### config.mk
export PLATFORM = sky130hd
export DESIGN_NAME = lsu_core
export DESIGN_NICKNAME = d
export VERILOG_FILES = /design/src/rtl/lsu_pkg.sv /design/src/rtl/lsu_lane.sv /design/src/rtl/lsu_core.sv
export SDC_FILE = /design/constraint.sdc
export NUM_CORES = 1
export LEC_CHECK = 0
export CAP_MARGIN = 20
export CORE_ASPECT_RATIO = 0.6
export CORE_UTILIZATION = 43
export DETAILED_ROUTE_END_ITERATION = 10
export DONT_BUFFER_PORTS = 1
export GPL_TIMING_DRIVEN = 1
export PLACE_DENSITY = 0.69
export SLEW_MARGIN = 20
export SYNTH_ARGS = -nofsm -noshare
export SYNTH_HDL_FRONTEND = slang
export SYNTH_HIERARCHICAL = 1
export SYNTH_SLANG_ARGS = --single-unit
### constraint.sdc
create_clock -name clk -period 3.12 [get_ports clk]
set_input_delay 0.468 -clock clk [delete_from_list [all_inputs] [get_ports clk]]
set_output_delay 0.468 -clock clk [all_outputs]
set_load 0.01 [all_outputs]
### src/rtl/lsu_pkg.sv
// lsu_pkg: shared encodings for the load/store unit.
//   - req_op field positions and access-size codes
//   - resp_exc codes
//   - FSM state enum
package lsu_pkg;

    // req_op field positions
    localparam int unsigned OP_STORE_BIT = 3;
    localparam int unsigned OP_UNS_BIT   = 2;

    // Access sizes, req_op[1:0]
    localparam logic [1:0] SIZE_B = 2'd0;
    localparam logic [1:0] SIZE_H = 2'd1;
    localparam logic [1:0] SIZE_W = 2'd2;
    localparam logic [1:0] SIZE_D = 2'd3;

    // Response exception codes
    localparam logic [1:0] EXC_NONE = 2'd0;
    localparam logic [1:0] EXC_ADEL = 2'd1;
    localparam logic [1:0] EXC_ADES = 2'd2;
    localparam logic [1:0] EXC_BUS  = 2'd3;

    typedef enum logic [2:0] {
        ST_IDLE,
        ST_REQ,
        ST_WAIT,
        ST_RESP,
        ST_DRAIN
    } state_e;

endpackage

### src/rtl/lsu_lane.sv
// lsu_lane: combinational byte-lane logic for the load/store unit.
// Ports:
//   size, uns        access size code and unsigned-load flag
//   lane             low address bits selecting the starting byte
//   wdata            right-aligned store data
//   rdata            raw bus read data
//   be_c             byte enables (size mask shifted by lane)
//   wdata_c          store data replicated across all lanes
//   rdata_c          load data shifted down, truncated and extended
//   misaligned_c     address not a multiple of the access size
module lsu_lane
    import lsu_pkg::*;
#(
    parameter int unsigned DATA_W = 32,
    localparam int unsigned NB     = DATA_W / 8,
    localparam int unsigned LANE_W = $clog2(NB)
) (
    input  logic [1:0]        size,
    input  logic              uns,
    input  logic [LANE_W-1:0] lane,
    input  logic [DATA_W-1:0] wdata,
    input  logic [DATA_W-1:0] rdata,
    output logic [NB-1:0]     be_c,
    output logic [DATA_W-1:0] wdata_c,
    output logic [DATA_W-1:0] rdata_c,
    output logic              misaligned_c
);

    logic [NB-1:0]     mask;
    logic [DATA_W-1:0] shifted;

    // Size decode: enables, replication, alignment
    always_comb begin
        mask         = '0;
        wdata_c      = wdata;
        misaligned_c = 1'b0;
        case (size)
            SIZE_B: begin
                mask    = NB'(32'd1);
                wdata_c = {NB{wdata[7:0]}};
            end
            SIZE_H: begin
                mask         = NB'(32'd3);
                wdata_c      = {(NB / 2){wdata[15:0]}};
                misaligned_c = lane[0];
            end
            SIZE_W: begin
                mask         = NB'(32'd15);
                wdata_c      = {(NB / 4){wdata[31:0]}};
                misaligned_c = |lane[1:0];
            end
            default: begin
                // A dword is only legal on a 64-bit bus
                mask         = '1;
                wdata_c      = wdata;
                misaligned_c = (NB < 8) || (lane != '0);
            end
        endcase
        be_c = mask << lane;
    end

    // Load extraction: bring the addressed bytes down, then extend
    always_comb begin
        shifted = rdata >> {lane, 3'b000};
        rdata_c = shifted;
        case (size)
            SIZE_B: begin
                if (uns) rdata_c = DATA_W'(shifted[7:0]);
                else     rdata_c = DATA_W'($signed(shifted[7:0]));
            end
            SIZE_H: begin
                if (uns) rdata_c = DATA_W'(shifted[15:0]);
                else     rdata_c = DATA_W'($signed(shifted[15:0]));
            end
            SIZE_W: begin
                if (uns) rdata_c = DATA_W'(shifted[31:0]);
                else     rdata_c = DATA_W'($signed(shifted[31:0]));
            end
            default: rdata_c = shifted;
        endcase
    end

endmodule

### src/rtl/lsu_core.sv
// lsu_core: single-outstanding load/store unit with req/gnt/rvalid bus.
// Optional watchdog: define LSU_TIMEOUT_EN to abort accesses that exceed
// TIMEOUT cycles in REQ+WAIT with a bus-error response.
// Ports:
//   clk, rst                 clock, async active-high reset
//   req_*                    M-stage access request (req_ready high in IDLE)
//   flush                    cancel the in-flight access
//   resp_*                   one-cycle response with data / exception code
//   stall                    pipeline hold
//   bus_*                    data bus request/grant/response
module lsu_core
    import lsu_pkg::*;
#(
    parameter int unsigned DATA_W  = 32,
    parameter int unsigned ADDR_W  = 32,
    parameter int unsigned TIMEOUT = 255
) (
    input  logic                clk,
    input  logic                rst,
    input  logic                req_valid,
    output logic                req_ready,
    input  logic [3:0]          req_op,
    input  logic [ADDR_W-1:0]   req_addr,
    input  logic [DATA_W-1:0]   req_wdata,
    input  logic                flush,
    output logic                resp_valid,
    output logic [DATA_W-1:0]   resp_rdata,
    output logic [1:0]          resp_exc,
    output logic                stall,
    output logic                bus_req,
    output logic                bus_we,
    output logic [DATA_W/8-1:0] bus_be,
    output logic [ADDR_W-1:0]   bus_addr,
    output logic [DATA_W-1:0]   bus_wdata,
    input  logic                bus_gnt,
    input  logic                bus_rvalid,
    input  logic [DATA_W-1:0]   bus_rdata,
    input  logic                bus_err
);

    localparam int unsigned NB     = DATA_W / 8;
    localparam int unsigned LANE_W = $clog2(NB);

    state_e              state_q, state_d;
    logic [3:0]          op_q, op_d;
    logic [LANE_W-1:0]   lane_q, lane_d;
    logic                bus_req_q, bus_req_d;
    logic                bus_we_q, bus_we_d;
    logic [NB-1:0]       bus_be_q, bus_be_d;
    logic [ADDR_W-1:0]   bus_addr_q, bus_addr_d;
    logic [DATA_W-1:0]   bus_wdata_q, bus_wdata_d;
    logic [1:0]          resp_exc_q, resp_exc_d;
    logic [DATA_W-1:0]   resp_rdata_q, resp_rdata_d;

    logic [3:0]          ln_op;
    logic [LANE_W-1:0]   ln_lane;
    logic [NB-1:0]       be_c;
    logic [DATA_W-1:0]   wdata_c;
    logic [DATA_W-1:0]   rdata_c;
    logic                mis_c;
    logic                timeout_c;

    // The lane logic sees the incoming request in IDLE, the captured one after
    assign ln_op   = (state_q == ST_IDLE) ? req_op : op_q;
    assign ln_lane = (state_q == ST_IDLE) ? req_addr[LANE_W-1:0] : lane_q;

    lsu_lane #(.DATA_W(DATA_W)) u_lane (
        .size         (ln_op[1:0]),
        .uns          (ln_op[OP_UNS_BIT]),
        .lane         (ln_lane),
        .wdata        (req_wdata),
        .rdata        (bus_rdata),
        .be_c         (be_c),
        .wdata_c      (wdata_c),
        .rdata_c      (rdata_c),
        .misaligned_c (mis_c)
    );

`ifdef LSU_TIMEOUT_EN
    localparam int unsigned WD_W = 16;
    logic [WD_W-1:0] wd_q, wd_d;

    assign timeout_c = ((state_q == ST_REQ) || (state_q == ST_WAIT)) &&
                       (wd_q == WD_W'(TIMEOUT));

    // Watchdog: restarts on entry to REQ, counts through REQ and WAIT
    always_comb begin
        wd_d = wd_q;
        if ((state_q == ST_REQ) || (state_q == ST_WAIT)) wd_d = wd_q + WD_W'(1);
        if ((state_d == ST_REQ) && (state_q != ST_REQ)) wd_d = '0;
    end

    always_ff @(posedge clk or posedge rst) begin
        if (rst) wd_q <= '0;
        else     wd_q <= wd_d;
    end
`else
    localparam int unsigned unused_timeout = TIMEOUT;
    assign timeout_c = 1'b0;
`endif

    // Next-state and register-update logic
    always_comb begin
        state_d      = state_q;
        op_d         = op_q;
        lane_d       = lane_q;
        bus_we_d     = bus_we_q;
        bus_be_d     = bus_be_q;
        bus_addr_d   = bus_addr_q;
        bus_wdata_d  = bus_wdata_q;
        resp_exc_d   = resp_exc_q;
        resp_rdata_d = resp_rdata_q;
        case (state_q)
            ST_IDLE: begin
                if (req_valid) begin
                    op_d   = req_op;
                    lane_d = req_addr[LANE_W-1:0];
                    if (mis_c) begin
                        state_d      = ST_RESP;
                        resp_exc_d   = req_op[OP_STORE_BIT] ? EXC_ADES : EXC_ADEL;
                        resp_rdata_d = '0;
                    end else begin
                        state_d     = ST_REQ;
                        bus_we_d    = req_op[OP_STORE_BIT];
                        bus_be_d    = be_c;
                        bus_addr_d  = req_addr & ~ADDR_W'(NB - 1);
                        bus_wdata_d = wdata_c;
                    end
                end
            end
            ST_REQ: begin
                if (flush) begin
                    // Once granted the bus owes us a response we must absorb
                    state_d = bus_gnt ? ST_DRAIN : ST_IDLE;
                end else if (bus_gnt) begin
                    state_d = ST_WAIT;
                end else if (timeout_c) begin
                    state_d      = ST_RESP;
                    resp_exc_d   = EXC_BUS;
                    resp_rdata_d = '0;
                end
            end
            ST_WAIT: begin
                if (flush) begin
                    state_d = ST_DRAIN;
                end else if (bus_rvalid) begin
                    state_d = ST_RESP;
                    if (bus_err) begin
                        resp_exc_d   = EXC_BUS;
                        resp_rdata_d = '0;
                    end else begin
                        resp_exc_d   = EXC_NONE;
                        resp_rdata_d = op_q[OP_STORE_BIT] ? '0 : rdata_c;
                    end
                end else if (timeout_c) begin
                    state_d      = ST_RESP;
                    resp_exc_d   = EXC_BUS;
                    resp_rdata_d = '0;
                end
            end
            ST_RESP: begin
                state_d = ST_IDLE;
            end
            ST_DRAIN: begin
                if (bus_rvalid) state_d = ST_IDLE;
            end
            default: begin
                state_d = ST_IDLE;
            end
        endcase
        bus_req_d = (state_d == ST_REQ);
    end

    always_ff @(posedge clk or posedge rst) begin
        if (rst) begin
            state_q      <= ST_IDLE;
            op_q         <= '0;
            lane_q       <= '0;
            bus_req_q    <= 1'b0;
            bus_we_q     <= 1'b0;
            bus_be_q     <= '0;
            bus_addr_q   <= '0;
            bus_wdata_q  <= '0;
            resp_exc_q   <= '0;
            resp_rdata_q <= '0;
        end else begin
            state_q      <= state_d;
            op_q         <= op_d;
            lane_q       <= lane_d;
            bus_req_q    <= bus_req_d;
            bus_we_q     <= bus_we_d;
            bus_be_q     <= bus_be_d;
            bus_addr_q   <= bus_addr_d;
            bus_wdata_q  <= bus_wdata_d;
            resp_exc_q   <= resp_exc_d;
            resp_rdata_q <= resp_rdata_d;
        end
    end

    assign req_ready  = (state_q == ST_IDLE);
    // A flush in the RESP cycle retracts the response
    assign resp_valid = (state_q == ST_RESP) && !flush;
    assign resp_exc   = resp_exc_q;
    assign resp_rdata = resp_rdata_q;
    assign stall      = (req_valid && (state_q == ST_IDLE) && !flush) ||
                        (state_q == ST_REQ) || (state_q == ST_WAIT);
    assign bus_req    = bus_req_q;
    assign bus_we     = bus_we_q;
    assign bus_be     = bus_be_q;
    assign bus_addr   = bus_addr_q;
    assign bus_wdata  = bus_wdata_q;

endmodule

==> reports/results.tsv <==
stage	metric	value	unit
timing	Fin Setup TNS	0	ns
clocking	clock tree buffer depth	2	
critical_path	Worst EP arrival	3.20	ns
drt	drc violations	0	
clocking	hold buffer count at CTS	0	
timing	RSZ-0062 raised after global routing	false	
cells_and_area	Finished Layout Cells	665	
flow_run	max-cap viol count	0	
status	status	finished, final reports clean	
cells_and_area	fraction of layout cells with a size suffix above 1	0.3848	
clocking	H-tree levels	3	
power_and_ir_drop	NetSw	2.929	mW
drt	via/cell ratio	5.626	
critical_path	CP Capture Type	flip-flop	
yosys	asr flop ratio synth	1.000	
clocking	clock root buffer	clkbuf_16	
critical_path	RR Endpoint	resp_rdata[31]	
timing	fin. max-slew vios	0	
floorplan	Initial Util	0.4456	
grt	number of antenna violations at the first check in global routing	1	
timing	Worst-Margin Slew	0.7964	ns
clocking	CTS sink cnt	111	
critical_path	Cell Chain, Critical Path	nor3_4, mux2_2, mux2_4, a32oi_4, o211ai_1, and3_1, mux2_2	
yosys	post-synth top area share	0.4520	
grt	largest net degree at the start of global routing	65	
power_and_ir_drop	Max rail drop VDD	415.6	uV
yosys	post-synthesis sequential area ratio	0.4520	
yosys	Synth Cell Area	6145	um2
hold_path	worst min-delay path category	input pin to asynchronous set/reset pin	
floorplan	Die Area	14790	um2
drt	Final ANT Viol Nets	0	
yosys	synth cell count leaders	dfrtp_1 (111), mux2_2 (96), mux2_4 (42)	
drt	DR vias	3741	
power_and_ir_drop	Leak Pwr	2.933	nW
power_and_ir_drop	P_int	4.439	mW
critical_path	startpoint types	flip-flop	
yosys	top cells by area, synth	dfrtp_1 (45%), mux2_2 (18%), mux2_4 (10%)	
placement	Placed Cells	649	
timing	Worst Clk Skew	0.009066	ns
drt	wire per inst	21.42	um
power_and_ir_drop	combinational group share of total power	0.470	
placement	HPWL Detailed	10.51	mm
yosys	Mean Syn Cell Area	12.51	um2
critical_path	CP top delay family	multiplexers	
critical_path	R2R depth	7	
yosys	count leader, synth	dfrtp_1	
timing	Fin. Hold Viols	0	
critical_path	biggest cell delay along the critical path	0.51	ns
grt	gr ovfl total	0	
power_and_ir_drop	Net Sw Frac	0.3975	
clocking	Worst-Skew Late Latency	0.34	ns
floorplan	die height	94.60	um
power_and_ir_drop	Flop pwr share	0.369	
critical_path	critical path peak fanout	16	
clocking	clk slew on worst S/H paths	0.07	ns
cells_and_area	fin nets	575	
grt	first-pass GRT wire length	22.16	mm
floorplan	core area	13790	um2
critical_path	WS Path Type	flip-flop to flip-flop	
drt	first drt pass iteration count	4	
critical_path	reg-to-reg slack, setup	0.15	ns
floorplan	Placement Rows	33	
cells_and_area	# diodes	0	
timing	final worst-path cycle share	0.9520	
critical_path	most used cell, CP	mux2_2	
critical_path	buffer and inverter count on the worst path	0	
yosys	cell taking the most area after synthesis	dfrtp_1	
power_and_ir_drop	Clk pwr share	0.160	
placement	RD Place Congestion	0.8080	
floorplan	die width	156.3	um
yosys	synthesis warning total	6	
floorplan	io pins	214	
cells_and_area	area grow syn2layout	4.907	%
yosys	Syn Inst Count	491	
grt	GR Util All Layers	0.1955	
timing	hold_ws	0.1993	ns
critical_path	worst r2r src	state_q[2]	
timing	fin crit period	2.970	ns
timing	Final setup violation count	0	
yosys	Post-synth EDFFs	0	
timing	slew margin rel.	0.4691	
clocking	Num CTS Buffers	9	
critical_path	critical path data required time	3.35	ns
drt	final wirelength	14.24	mm
clocking	CTS tree	built	
yosys	Netlist cell types	44	
drt	drt initial violations	214	
grt	vias in the first global route	3918	
power_and_ir_drop	Cell Pwr Density	1143	nW/um2
clocking	post-cts sizing count	0	
yosys	Post-synth top flop	dfrtp_1	
yosys	post-synthesis register bit count	111	
critical_path	Worst path slowest cell	a32oi_4	
clocking	Post CTS Setup Buffer Count	0	
timing	fmax	0.3367	GHz
placement	port buffer count	0	
-- power groups by stage --
| stage | combinational [mW] | clock [mW] | sequential, mW |
|---|---|---|---|
| 6_report | 3.47 | 1.18 | 2.72 |
| 5_1_grt | 3.76 | 1.28 | 2.79 |
| 4_1_cts | 3.47 | 1.23 | 2.73 |
| 3_5_place_dp | 3.46 | 0 | 2.75 |
| 3_3_place_gp | 3.34 | 0 | 2.74 |
| 2_1_floorplan | 3.12 | 0 | 2.57 |
-- per-layer routing --
| metal | part of all wire | global-route usage |
|---|---|---|
| met1 | 0.45 | 0.2665 |
| met2 | 0.44 | 0.2939 |
| met3 | 0.11 | 0.07343 |
| met4 | 0.0058 | 0.04412 |
| met5 | 0 | 0 |
-- state kept, by name (all words and copies together) (netlist names) --
| register | cells |
|---|---|
| bus_addr | 30 |
| bus_be | 4 |
| bus_req | 1 |
| bus_wdata | 32 |
| bus_we | 1 |
| lane_q | 2 |
| op_q | 4 |
| resp_exc | 2 |
| resp_rdata | 32 |
| state_q | 3 |
-- cells by family (layout without fill, tap and decap cells) --
kind of cell / after synthesis / after routing / share of synthesized area
muxes: 164 / 164 / 0.3211
DFF: 111 / 111 / 0.4520
and+or+nand+nor: 101 / 101 / 0.09245
AOI/OAI and AO/OA: 60 / 60 / 0.06700
buffers and inverters: 54 / 35 / 0.06679
other: 1 / 2 / 0.0006103
-- layout by cell type (no fill, tap or decap), drive strengths merged, types with 10 or more instances in the layout --
| cell type | count |
|---|---|
| o211ai | 16 |
| clkbuf | 10 |
| dfrtp | 111 |
| nand2 | 33 |
| and3 | 33 |
| mux2 | 139 |
| mux2i | 25 |
| a21oi | 17 |
| buf | 15 |
| nor2 | 11 |
| o21ai | 16 |
-- how the worst max path moves through the flow --
stage	endpoint	slack [ns]	start	depth (start not counted)
2_1_floorplan	resp_rdata[0]	0.06	state_q[1]	12
3_3_place_gp	resp_rdata[31]	0.20	state_q[2]	8
3_5_place_dp	resp_rdata[2]	0.11	state_q[2]	7
4_1_cts	resp_rdata[31]	0.1	state_q[2]	8
5_1_grt	resp_rdata[31]	0.007	state_q[2]	9
6_report	resp_rdata[31]	0.15	state_q[2]	7
-- layout make-up --
class | instances | area (um2)
clock inverters | 6 | 72.57
repair buffers | 15 | 137.6
clock buffers | 10 | 229.0
multi-input cells | 327 | 2970
well taps | 192 | 240.2
flip-flops and latches | 111 | 2778
fillers | 1279 | 7345
inverters | 4 | 18.77
-- metrics by stage --
stage / total power [mW] / utilization / instance area, um2 / setup slack [ns]
after floorplan: 5.692 / - / 6158 / 0.06459
after global placement: 6.076 / 0.4453 / 6141 / 0.1998
after detailed placement: 6.213 / 0.4453 / 6141 / 0.1133
after CTS: 7.434 / 0.4672 / 6442 / 0.09831
after global routing: 7.838 / 0.4674 / 6446 / 0.006720
final: 7.368 / 0.4674 / 6446 / 0.1499
Power figures use the tool's default switching activity.
